--- src/rtl/button_press_ctrl.sv ---
`default_nettype none
// ============================================================================
//  Module      : button_press_ctrl
//  Description : Classifies debounced, active-low button presses as short or
//                long, emits one-cycle event pulses and drives four active-low
//                LEDs. A short press toggles an LED on/off; a long press
//                toggles its blink mode. All blinking LEDs share one phase.
//  Revision    : 1.0  initial release
// ----------------------------------------------------------------------------
//  Ports
//    clk          system clock
//    rst_n        asynchronous active-low reset
//    btn_n[3:0]   debounced button levels, 0 = pressed, already in clk domain
//    short_pulse  one-cycle pulse when a short press is released
//    long_pulse   one-cycle pulse when a held press crosses LONG_LIMIT
//    led_on       per-LED enable state
//    blink_en     per-LED blink-mode state
//    led_n        registered LED drive, 0 = lit
// ============================================================================
module button_press_ctrl #(
    parameter int LONG_LIMIT = 8,
    parameter int BLINK_HALF = 4
) (
    input  logic       clk,
    input  logic       rst_n,
    input  logic [3:0] btn_n,
    output logic [3:0] short_pulse,
    output logic [3:0] long_pulse,
    output logic [3:0] led_on,
    output logic [3:0] blink_en,
    output logic [3:0] led_n
);

    localparam int CNT_W = (LONG_LIMIT > 1) ? $clog2(LONG_LIMIT) : 1;
    localparam logic [CNT_W-1:0] CNT_LAST = CNT_W'(LONG_LIMIT - 1);

    localparam int BLK_W = (BLINK_HALF > 1) ? $clog2(BLINK_HALF) : 1;
    localparam logic [BLK_W-1:0] BLK_LAST = BLK_W'(BLINK_HALF - 1);

    // Per-button press classifier states
    localparam logic [1:0] ST_WAIT_REL = 2'd0;  // must see a release first
    localparam logic [1:0] ST_IDLE     = 2'd1;  // released, waiting for a press
    localparam logic [1:0] ST_HOLD     = 2'd2;  // pressed, counting held cycles

    // ------------------------------------------------------------------------
    // Per-button classifier and LED state
    // ------------------------------------------------------------------------
    for (genvar i = 0; i < 4; i++) begin : g_btn
        logic [1:0]       r_state;
        logic [CNT_W-1:0] r_cnt;
        logic             r_short;
        logic             r_long;
        logic             r_led_on;
        logic             r_blink_en;

        always_ff @(posedge clk or negedge rst_n) begin
            if (!rst_n) begin
                r_state    <= ST_WAIT_REL;
                r_cnt      <= '0;
                r_short    <= 1'b0;
                r_long     <= 1'b0;
                r_led_on   <= 1'b0;
                r_blink_en <= 1'b0;
            end else begin
                r_short <= 1'b0;
                r_long  <= 1'b0;
                case (r_state)
                    ST_WAIT_REL: begin
                        // A press still held (through reset or after a long
                        // event) is ignored until the button comes back up.
                        if (btn_n[i]) begin
                            r_state <= ST_IDLE;
                        end
                    end
                    ST_IDLE: begin
                        if (!btn_n[i]) begin
                            r_state <= ST_HOLD;
                            r_cnt   <= '0;
                        end
                    end
                    ST_HOLD: begin
                        // Release wins over reaching the limit on the same edge.
                        if (btn_n[i]) begin
                            r_short  <= 1'b1;
                            r_led_on <= ~r_led_on;
                            r_state  <= ST_IDLE;
                        end else if (r_cnt == CNT_LAST) begin
                            r_long     <= 1'b1;
                            r_blink_en <= ~r_blink_en;
                            r_state    <= ST_WAIT_REL;
                        end else begin
                            r_cnt <= r_cnt + CNT_W'(1);
                        end
                    end
                    default: begin
                        r_state <= ST_WAIT_REL;
                    end
                endcase
            end
        end

        assign short_pulse[i] = r_short;
        assign long_pulse[i]  = r_long;
        assign led_on[i]      = r_led_on;
        assign blink_en[i]    = r_blink_en;
    end

    // ------------------------------------------------------------------------
    // Free-running blink phase shared by all LEDs
    // ------------------------------------------------------------------------
    logic [BLK_W-1:0] r_blink_cnt;
    logic             r_blink_phase;

    always_ff @(posedge clk or negedge rst_n) begin
        if (!rst_n) begin
            r_blink_cnt   <= '0;
            r_blink_phase <= 1'b0;
        end else if (r_blink_cnt == BLK_LAST) begin
            r_blink_cnt   <= '0;
            r_blink_phase <= ~r_blink_phase;
        end else begin
            r_blink_cnt <= r_blink_cnt + BLK_W'(1);
        end
    end

    // ------------------------------------------------------------------------
    // LED drive: lit when enabled and either steady or in the lit blink phase.
    // Blink mode with the LED disabled stays dark but is remembered.
    // ------------------------------------------------------------------------
    logic [3:0] r_led_n;

    always_ff @(posedge clk or negedge rst_n) begin
        if (!rst_n) begin
            r_led_n <= 4'b1111;
        end else begin
            r_led_n <= ~(led_on & (~blink_en | {4{r_blink_phase}}));
        end
    end

    assign led_n = r_led_n;

endmodule
`default_nettype wire

--- config.mk ---
export PLATFORM = sky130hd
export DESIGN_NAME = button_press_ctrl
export DESIGN_NICKNAME = d
export VERILOG_FILES = /design/src/rtl/button_press_ctrl.sv
export SDC_FILE = /design/constraint.sdc
export NUM_CORES = 1
export LEC_CHECK = 0
export BUFFER_PORTS_ARGS = -buffer_cell sky130_fd_sc_hd__buf_4
export CORE_MARGIN = 3
export CORE_UTILIZATION = 25
export DETAILED_ROUTE_END_ITERATION = 16
export GPL_ROUTABILITY_DRIVEN = 0
export PLACE_DENSITY = 0.52
export SLEW_MARGIN = 20
export SYNTH_ARGS = -nofsm -noshare
export SYNTH_HDL_FRONTEND = slang
export SYNTH_SLANG_ARGS = --single-unit
--- constraint.sdc ---
create_clock -name clk -period 4.05 [get_ports clk]
set_input_delay 0.2025 -clock clk [delete_from_list [all_inputs] [get_ports clk]]
set_output_delay 0.2025 -clock clk [all_outputs]
set_load 0.01 [all_outputs]
### After elaboration in Yosys (flattened, before gate mapping)

Cells that the tools add are included.
Widths: inputs -> output; s select.

* register bits after elaboration: 43
* input bits: 6
* output and inout port bits: 20
* word-level logic and storage cells: 163

* $add $sub $neg: 5
* eq/ne operators: 33
* multiplexer cells: 57
* bitwise logic cells: 17
* reduce and logical (&&, ||, !) cells: 24

Operators by type and width (number)
* $mux 3: 12
* $mux 2: 17
* $ne 2x2->1 const B: 16
* $pmux 2 s3: 4
* $pmux 3 s2: 4
* $reduce_and 3->1: 8
* $mux 1: 20
* $reduce_and 4->1: 4
* $not 1->1: 13
* $add 3x1->3 const B: 4
* $eq 3x3->1 const B: 4
* $ne 3x3->1 const B: 4
* $eq 2x2->1 const B: 5
* $eq 2x1->1 const B: 4
* $logic_not 2->1: 4
* $not 4->4: 2
* $reduce_and 2->1: 4
* $reduce_bool 2->1: 4
* $and 4x4->4: 1
* $or 4x4->4: 1
* $add 2x1->2 const B: 1

### Depth between registers and ports, before layout

Gate-level depths: netlist of run 1.

* depth in word-level cells: 4
* mapped depth: 5
* depth with buffers taken out: 5

### Least setup slack after synthesis of run 1

No wires, ideal clock.

* path type: reg2reg
* start: register g_btn[2].r_cnt[0]
* end: register g_btn[2].r_cnt[0]
* library setup time: 0.078 ns
* arrival time: 1.303 ns
* required time: 3.972 ns
* setup slack: 2.669 ns
* stages on the path, launching flop included: 6
* buffers on the path: 0
* clock period less this slack: 1.381 ns
* path through: dfrtp_1 ha_1 ha_1 nor3b_1 mux2i_1 o2bb2ai_1

* word-level cells in the longest chain between the ends: 4

Ends and longest elaborated chain
* start, declared: RTL line 50 `logic [CNT_W-1:0] r_cnt;`
* start signal, assigned: RTL line 92 `r_cnt <= r_cnt + CNT_W'(1);`
* $add 3x1->3: RTL line 92
* $mux 3: RTL line 87 `end else if (r_cnt == CNT_LAST) begin`
* $mux 3: RTL line 83 `if (btn_n[i]) begin`
* $pmux 3 s2: RTL line 67 `case (r_state)`

Several ways; a longest one is shown, not always the timed one. The select of a mux whose other input is x is not followed.
A chain may end at the register's enable or synchronous reset.

### Final worst setup path of run 1

* start: register g_btn[2].r_cnt[0]
* end: register g_btn[2].r_cnt[1]

The elaborated chain is that of the path after synthesis.

==> results.json, run 1 <==
{
  "status": "complete, no violations",
  "synth_cells": 154,
  "die_w_um": 94.98,
  "ir_drop_mv": 0.1124,
  "path_buf_inv": 0,
  "ys_types": 29,
  "slowest_delay_ns": 0.41,
  "worst_pin_slew_ns": 0.5386,
  "clk_pin_slew_ns": 0.08,
  "max-cap-violations": 0,
  "synth_xor_area_share_pct": 3.982,
  "die-area_mm2": 0.009021,
  "seqPwrFrac_pct": 55.8,
  "area_growth_pct": 12.96,
  "vias_per_cell": 4.217,
  "grt_max_degree": 44,
  "drv_slew": 0,
  "intPower_uw": 711.4,
  "whs_ns": 0.09805,
  "overflow": 0,
  "fin_skew_ns": 0.005337,
  "syn_nets": 169,
  "critPathCapture": "g_btn[2].r_cnt[1]",
  "insertion_delay_ns": 0.29,
  "critical_path.top_delay_family": "adder cells",
  "p_sw_share_pct": 27.68,
  "yosysSeqAreaShare_pct": 54.61,
  "wl_per_cell_um": 11.64,
  "critPathLaunch": "g_btn[2].r_cnt[0]",
  "fin_tns_setup_ns": 0,
  "yosys_register_bits": 43,
  "n_fill_cell": 778,
  "r2r_cells": 5,
  "cts_buffer_depth": 2,
  "ff2ff_setup_slack_ns": 2.47,
  "cp.depth": 5,
  "p_comb_share_pct": 18.0,
  "critPathLaunchType": "flip-flop",
  "crit_path_max_fanout": 4,
  "hp-class": "primary input to flip-flop",
  "clkSinkCount": 43,
  "track_usage_pct": 7.610,
  "wirelength_mm": 3.109,
  "final_cells": 267,
  "avgSynthCellArea_um2": 12.85,
  "syn_area_mm2": 0.001979,
  "num_vias": 1126,
  "min_period_ns": 1.575,
  "synth_top_family_by_area": "compound AO/OA/AOI/OAI gates",
  "io_buffers": 25,
  "path_cells": "ha_1, ha_1, nor3b_1, a22oi_1, o2bb2ai_1",
  "slew_headroom_pct": 64.10,
  "cp-end-kind": "flip-flop",
  "worst_r2r_endpoint": "g_btn[2].r_cnt[1]",
  "grt_pass1_wl_mm": 5.250,
  "crit_path_frequent_cell": "ha_1",
  "antenna_left": 0,
  "n_antenna_cell": 0,
  "setup_slack_ns": 2.475,
  "synth_mux_area_share_pct": 2.655,
  "die-height_um": 94.98,
  "cts_buffers": 5,
  "place_inst": 258,
  "multiInputGateArea_um2": 723.2,
  "period_share_pct": 38.90,
  "yosysWarningCount": 0,
  "hold_viol": 0,
  "p_leak_nw": 1.009,
  "switching_power_uw": 272.3,
  "dr.first_iter.drc_count": 47,
  "cts_tree": "done",
  "route.detailed.drc": 0,
  "area.sequential_mm2": 0.001081,
  "synth_compound_area_share_pct": 13.02,
  "synth-simple-area-share_pct": 11.19,
  "required_ns": 4.26,
  "p_clk_share_pct": 26.2,
  "antenna_found_initial": 0,
  "fmax_ghz": 0.6347,
  "regToRegStartpoint": "g_btn[2].r_cnt[0]",
  "ios": 26,
  "grt_pass1_vias": 1125,
  "initial_core_util_pct": 26.58,
  "slowest_stage": "dfrtp_1",
  "coreArea_mm2": 0.007447,
  "dr.pass1.iters": 4,
  "hpwl_mm": 2.203,
  "p_per_area_mw_per_mm2": 439.9,
  "post-place-ws_ns": 2.517,
  "worstPathArrival_ns": 1.79,
  "num-nets-final": 182,
  "rsz0062_at_grt": "false",
  "drive_gt1_share_pct": 28.57,
  "finalSetupViolCount": 0,
  "synth_fa_ha_area_share_pct": 5.689,
  "num_rows": 31,
  "cts-root-buf": "clkbuf_8",
  "path_class": "flip-flop to flip-flop",
  "htreeDepth": 2
}
[timing repair]
action | 4_1_cts | 5_1_grt
gates resized for setup | 0 | 0
endpoints found under the hold margin | 39 | 0
hold buffers | 1 | 0
buffers inserted | 0 | 0
[layer usage]
layer | vias up | part of all wire, % | routed length (µm) | global-route usage, %
met5 | - | 0 | 0 | 0
met2 | 28 | 44 | 1356 | 11.16
met4 | 0 | 1.1 | 35 | 3.245
li1 | 553 | - | - | -
met3 | 4 | 6.7 | 209 | 3.506
met1 | 541 | 49 | 1508 | 9.599
[stage by stage]
stage                     cell area, µm²  power [mW]  util (%)
after floorplan                     1979      0.6885         -
after global placement              2146      0.7347     28.81
after detailed placement            2146      0.7392     28.81
after CTS                           2236       1.005     30.02
after global routing                2236       1.050     30.02
final                               2236      0.9837     30.02
[placed cells by master (no fill, tap or decap), types with 2 or more instances in the layout]
master     synthesis  layout
a21oi_1            3       3
nor3b_1            3       3
a22o_1             2       2
clkbuf_8           0       5
mux2i_1            3       3
a22oi_1            8       8
dfstp_2            4       4
o2bb2ai_1         10      10
nor3b_2            4       4
clkbuf_1           0       3
nor2b_1            3       3
ha_1               9       9
xnor2_1            4       4
dfrtp_1           39      39
xor2_1             5       5
o21ai_0            5       5
nor2_1             5       5
a21boi_0           4       4
nor3_2             3       3
buf_4             18      25
nor4b_4            2       2
inv_1              6       6
inv_2              2       2
mux2_2             2       2
o21bai_1           3       3
[power by group through the flow]
stage	clock (mW)	sequential, mW	combinational (mW)
2_1_floorplan	0	0.538	0.150
4_1_cts	0.273	0.551	0.181
6_report	0.258	0.549	0.177
3_3_place_gp	0	0.557	0.178
3_5_place_dp	0	0.559	0.180
5_1_grt	0.289	0.560	0.201
[how the worst min path moves through the flow]
stage | startpoint | end | slack [ns] | cells past startpoint
floorplan | rst_n | g_btn[0].r_blink_en | -0.09 | 0
global placement | rst_n | g_btn[2].r_cnt[2] | 0.23 | 1
detailed placement | rst_n | g_btn[2].r_cnt[2] | 0.23 | 1
CTS | btn_n[2] | g_btn[2].r_state[1] | 0.08 | 2
global route | btn_n[2] | g_btn[2].r_state[1] | 0.09 | 2
finish | btn_n[2] | g_btn[2].r_state[1] | 0.1 | 2
[cell families (layout without fill, tap and decap cells)]
logic type,Yosys count,count (layout)
DFF,43,43
adders and majority gates,9,9
buffers and inverters,28,42
xor gates and xnor gates,9,9
and+or+nand+nor,25,25
muxes,5,5
AOI/OAI and AO/OA,35,35
[synth_stat cells]
master     number  share of area [%]
a21boi_0        4                1.5
a21oi_1         3               0.76
a22o_1          2               0.89
a22oi_1         8                3.0
and4bb_2        1               0.63
buf_2           2               0.51
buf_4          18                6.8
dfrtp_1        39                 49
dfstp_2         4                5.3
ha_1            9                5.7
inv_1           6                1.1
inv_2           2               0.38
mux2_2          2                1.1
mux2i_1         3                1.5
nand2_1         1               0.19
nand2b_1        1               0.32
nor2_1          5               0.95
nor2b_1         3               0.95
nor3_1          1               0.25
nor3_2          3                1.5
nor3b_1         3                1.1
nor3b_2         4                2.5
nor4_1          1               0.32
nor4b_4         2                2.4
o21ai_0         5                1.3
o21bai_1        3                1.1
o2bb2ai_1      10                4.4
xnor2_1         4                1.8
xor2_1          5                2.2
[cell type report]
type                            count  area share [%]
Inverter                            8           1.343
Tap cell                           99           5.540
Sequential cell                    43           48.35
Timing Repair Buffer               26           8.842
Multi-Input combinational cell     83           32.34
Clock buffer                        8           3.581
[sequential cells by signal, indices dropped and copies added (netlist names)]
signal,cells
g_btn.r_blink_en,4
g_btn.r_cnt,12
g_btn.r_led_on,4
g_btn.r_long,4
g_btn.r_short,4
g_btn.r_state,8
led_n,4
r_blink_cnt,2
r_blink_phase,1
No activity file was read; power rests on OpenSTA's default activity.
==> run 2: changes to the inputs <==
--- a/config.mk
+++ b/config.mk
@@ -10,7 +10,7 @@
 export CORE_UTILIZATION = 25
 export DETAILED_ROUTE_END_ITERATION = 16
 export GPL_ROUTABILITY_DRIVEN = 0
-export PLACE_DENSITY = 0.52
+export PLACE_DENSITY = 0.53
 export SLEW_MARGIN = 20
 export SYNTH_ARGS = -nofsm -noshare
 export SYNTH_HDL_FRONTEND = slang
==> constraint.sdc (replaced) <==
create_clock -name clk -period 1.3 [get_ports clk]
set_input_delay 0.065 -clock clk [delete_from_list [all_inputs] [get_ports clk]]
set_output_delay 0.065 -clock clk [all_outputs]
set_load 0.01 [all_outputs]
==> results.json, run 2 (same netlist as run 1, synthesis figures left out) <==
{
  "cts_buffers": 5,
  "setup_slack_ns": -0.04226,
  "largest_reg_flops": 12,
  "drive_gt1_share_pct": 50.26,
  "slew_headroom_pct": 63.56,
  "finalCoreUtilization_pct": 35.25,
  "io_buffers": 25,
  "worst_pin_slew_ns": 0.5466,
  "violations": "negative setup slack",
  "fmax_ghz": 0.7450,
  "drv_slew": 0,
  "p_leak_nw": 1.152,
  "area_growth_pct": 32.62,
  "post-place-ws_ns": -0.1211,
  "hold_viol": 0,
  "die-area_mm2": 0.009021,
  "cp-end-kind": "flip-flop",
  "regToRegStartpoint": "g_btn[0].r_cnt[1]",
  "coreArea_mm2": 0.007447,
  "slowest_stage": "dfrtp_1",
  "clk_pin_slew_ns": 0.08,
  "dr.pass1.iters": 2,
  "route.detailed.drc": 0,
  "status": "complete, but fails checks",
  "ir_drop_mv": 0.3834,
  "dr.first_iter.drc_count": 30,
  "insertion_delay_ns": 0.29,
  "path_class": "flip-flop to flip-flop",
  "finalSetupViolCount": 5,
  "wirelength_mm": 3.493,
  "num-nets-final": 206,
  "num_vias": 1229,
  "final_area_mm2": 0.002625,
  "cts_tree": "done",
  "htreeDepth": 2,
  "antenna_found_initial": 0,
  "worst_r2r_endpoint": "g_btn[0].r_cnt[0]",
  "die-height_um": 94.98,
  "cts_buffer_depth": 2,
  "grt_pass1_vias": 1201,
  "num_rows": 31,
  "track_usage_pct": 8.621,
  "worstPathArrival_ns": 1.53,
  "min_period_ns": 1.342,
  "slowest_delay_ns": 0.37,
  "hpwl_mm": 2.408,
  "critical_path.top_delay_family": "flip-flops",
  "layout_common_cells": "43 x buf_4, 39 x dfrtp_1, 8 x o2bb2ai_1",
  "clkSinkCount": 43,
  "r2r_cells": 5,
  "placed_cell_area_mm2": 0.002301,
  "n_antenna_cell": 0,
  "mostFrequentLayoutCell": "buf_4",
  "antenna_left": 0,
  "critPathLaunchType": "flip-flop",
  "path_cells": "ha_2, ha_4, nor3_4, mux2_2, a22o_1",
  "vias_per_cell": 4.238,
  "cts-root-buf": "clkbuf_8",
  "rsz0062_at_grt": "true",
  "ff2ff_setup_slack_ns": -0.04,
  "wl_per_cell_um": 12.04,
  "crit_path_max_fanout": 3,
  "fin_skew_ns": 0.003468,
  "grt_max_degree": 44,
  "path_buf_inv": 0,
  "period_share_pct": 103.3,
  "initial_core_util_pct": 26.58,
  "n_fill_cell": 771,
  "regMostFlops": "g_btn.r_cnt",
  "grt_pass1_wl_mm": 5.961,
  "p_per_area_mw_per_mm2": 1300,
  "reg_top3": "g_btn.r_cnt (12), g_btn.r_state (8)",
  "ios": 26,
  "max-cap-violations": 0,
  "required_ns": 1.48,
  "fin_tns_setup_ns": -0.1158,
  "die_w_um": 94.98,
  "hp-class": "primary input to asynchronous set/reset pin",
  "overflow": 0
}
run 2: cell count changes in the layout (fill, tap and decap cells not counted), moves of 4 or more:
| cell | delta |
|---|---|
| ha_2 | +4 |
| ha_1 | -8 |
| buf_4 | +18 |
| a22oi_1 | -5 |
| ha_4 | +4 |
| a22oi_2 | +5 |
| dlygate4sd3_1 | +4 |
| nor3_4 | +4 |
run 2: repair_timing:
| item | CTS | global route |
|---|---|---|
| buffers inserted | 1 | 3 |
| gates cloned | 0 | 0 |
| hold endpoints to repair | 46 | 0 |
| gates resized for setup | 16 | 17 |
| setup endpoints to repair | 12 | 14 |
| pin swaps | 4 | 10 |
| hold buffers | 5 | 0 |
run 2: routing by layer:
| metal | track usage [%] | part of all wire, % | vias to the layer above |
|---|---|---|---|
| met4 | 3.245 | 1.3 | 0 |
| met2 | 12.39 | 47 | 21 |
| met3 | 2.948 | 4.3 | 5 |
| met5 | 0 | 0 | - |
| li1 | - | - | 603 |
| met1 | 11.90 | 47 | 600 |
run 2: worst reg2reg max path: stages, from the launching register on:
cell and delay (ns):
dfrtp_1 0.37, ha_2 0.20, ha_4 0.17, nor3_4 0.05, mux2_2 0.27, a22o_1 0.17
run 2: worst max-delay path by stage:
stage | slack [ns] | start | cells after the start | endpoint
finish | -0.04 | g_btn[0].r_cnt[1] | 5 | g_btn[0].r_cnt[0]
global route | -0.11 | g_btn[2].r_cnt[0] | 5 | g_btn[2].r_cnt[2]
CTS | -0.04 | g_btn[0].r_cnt[1] | 5 | g_btn[0].r_cnt[0]
detailed placement | -0.12 | g_btn[2].r_cnt[0] | 5 | g_btn[2].r_cnt[1]
global placement | -0.10 | g_btn[2].r_cnt[0] | 5 | g_btn[2].r_cnt[0]
floorplan | -0.0004 | g_btn[2].r_cnt[0] | 5 | g_btn[2].r_cnt[0]
run 2: where the power goes:
group	internal (mW)	switching [mW]
clock	0.417	0.436
sequential	1.53	0.172
combinational	0.501	0.357
run 2: layout make-up:
cell class | instances | area (µm²) | area share, %
Inverter | 8 | 30.03 | 1.144
Tap cell | 99 | 123.9 | 4.719
Sequential cell | 43 | 1081 | 41.18
Clock inverter | 1 | 5.005 | 0.1907
Clock buffer | 6 | 82.58 | 3.146
Timing Repair Buffer | 50 | 395.4 | 15.06
Multi-Input combinational cell | 83 | 907.1 | 34.56
run 2: through the flow:
stage | hold WS [ns] | std cells | total power, mW
after floorplan | -0.2306 | 154 | 2.154
after global placement | 0.09646 | 274 | 2.418
after detailed placement | 0.09868 | 274 | 2.429
after CTS | 0.3301 | 287 | 3.375
after global routing | 0.3609 | 290 | 3.628
final | 0.2974 | 290 | 3.411
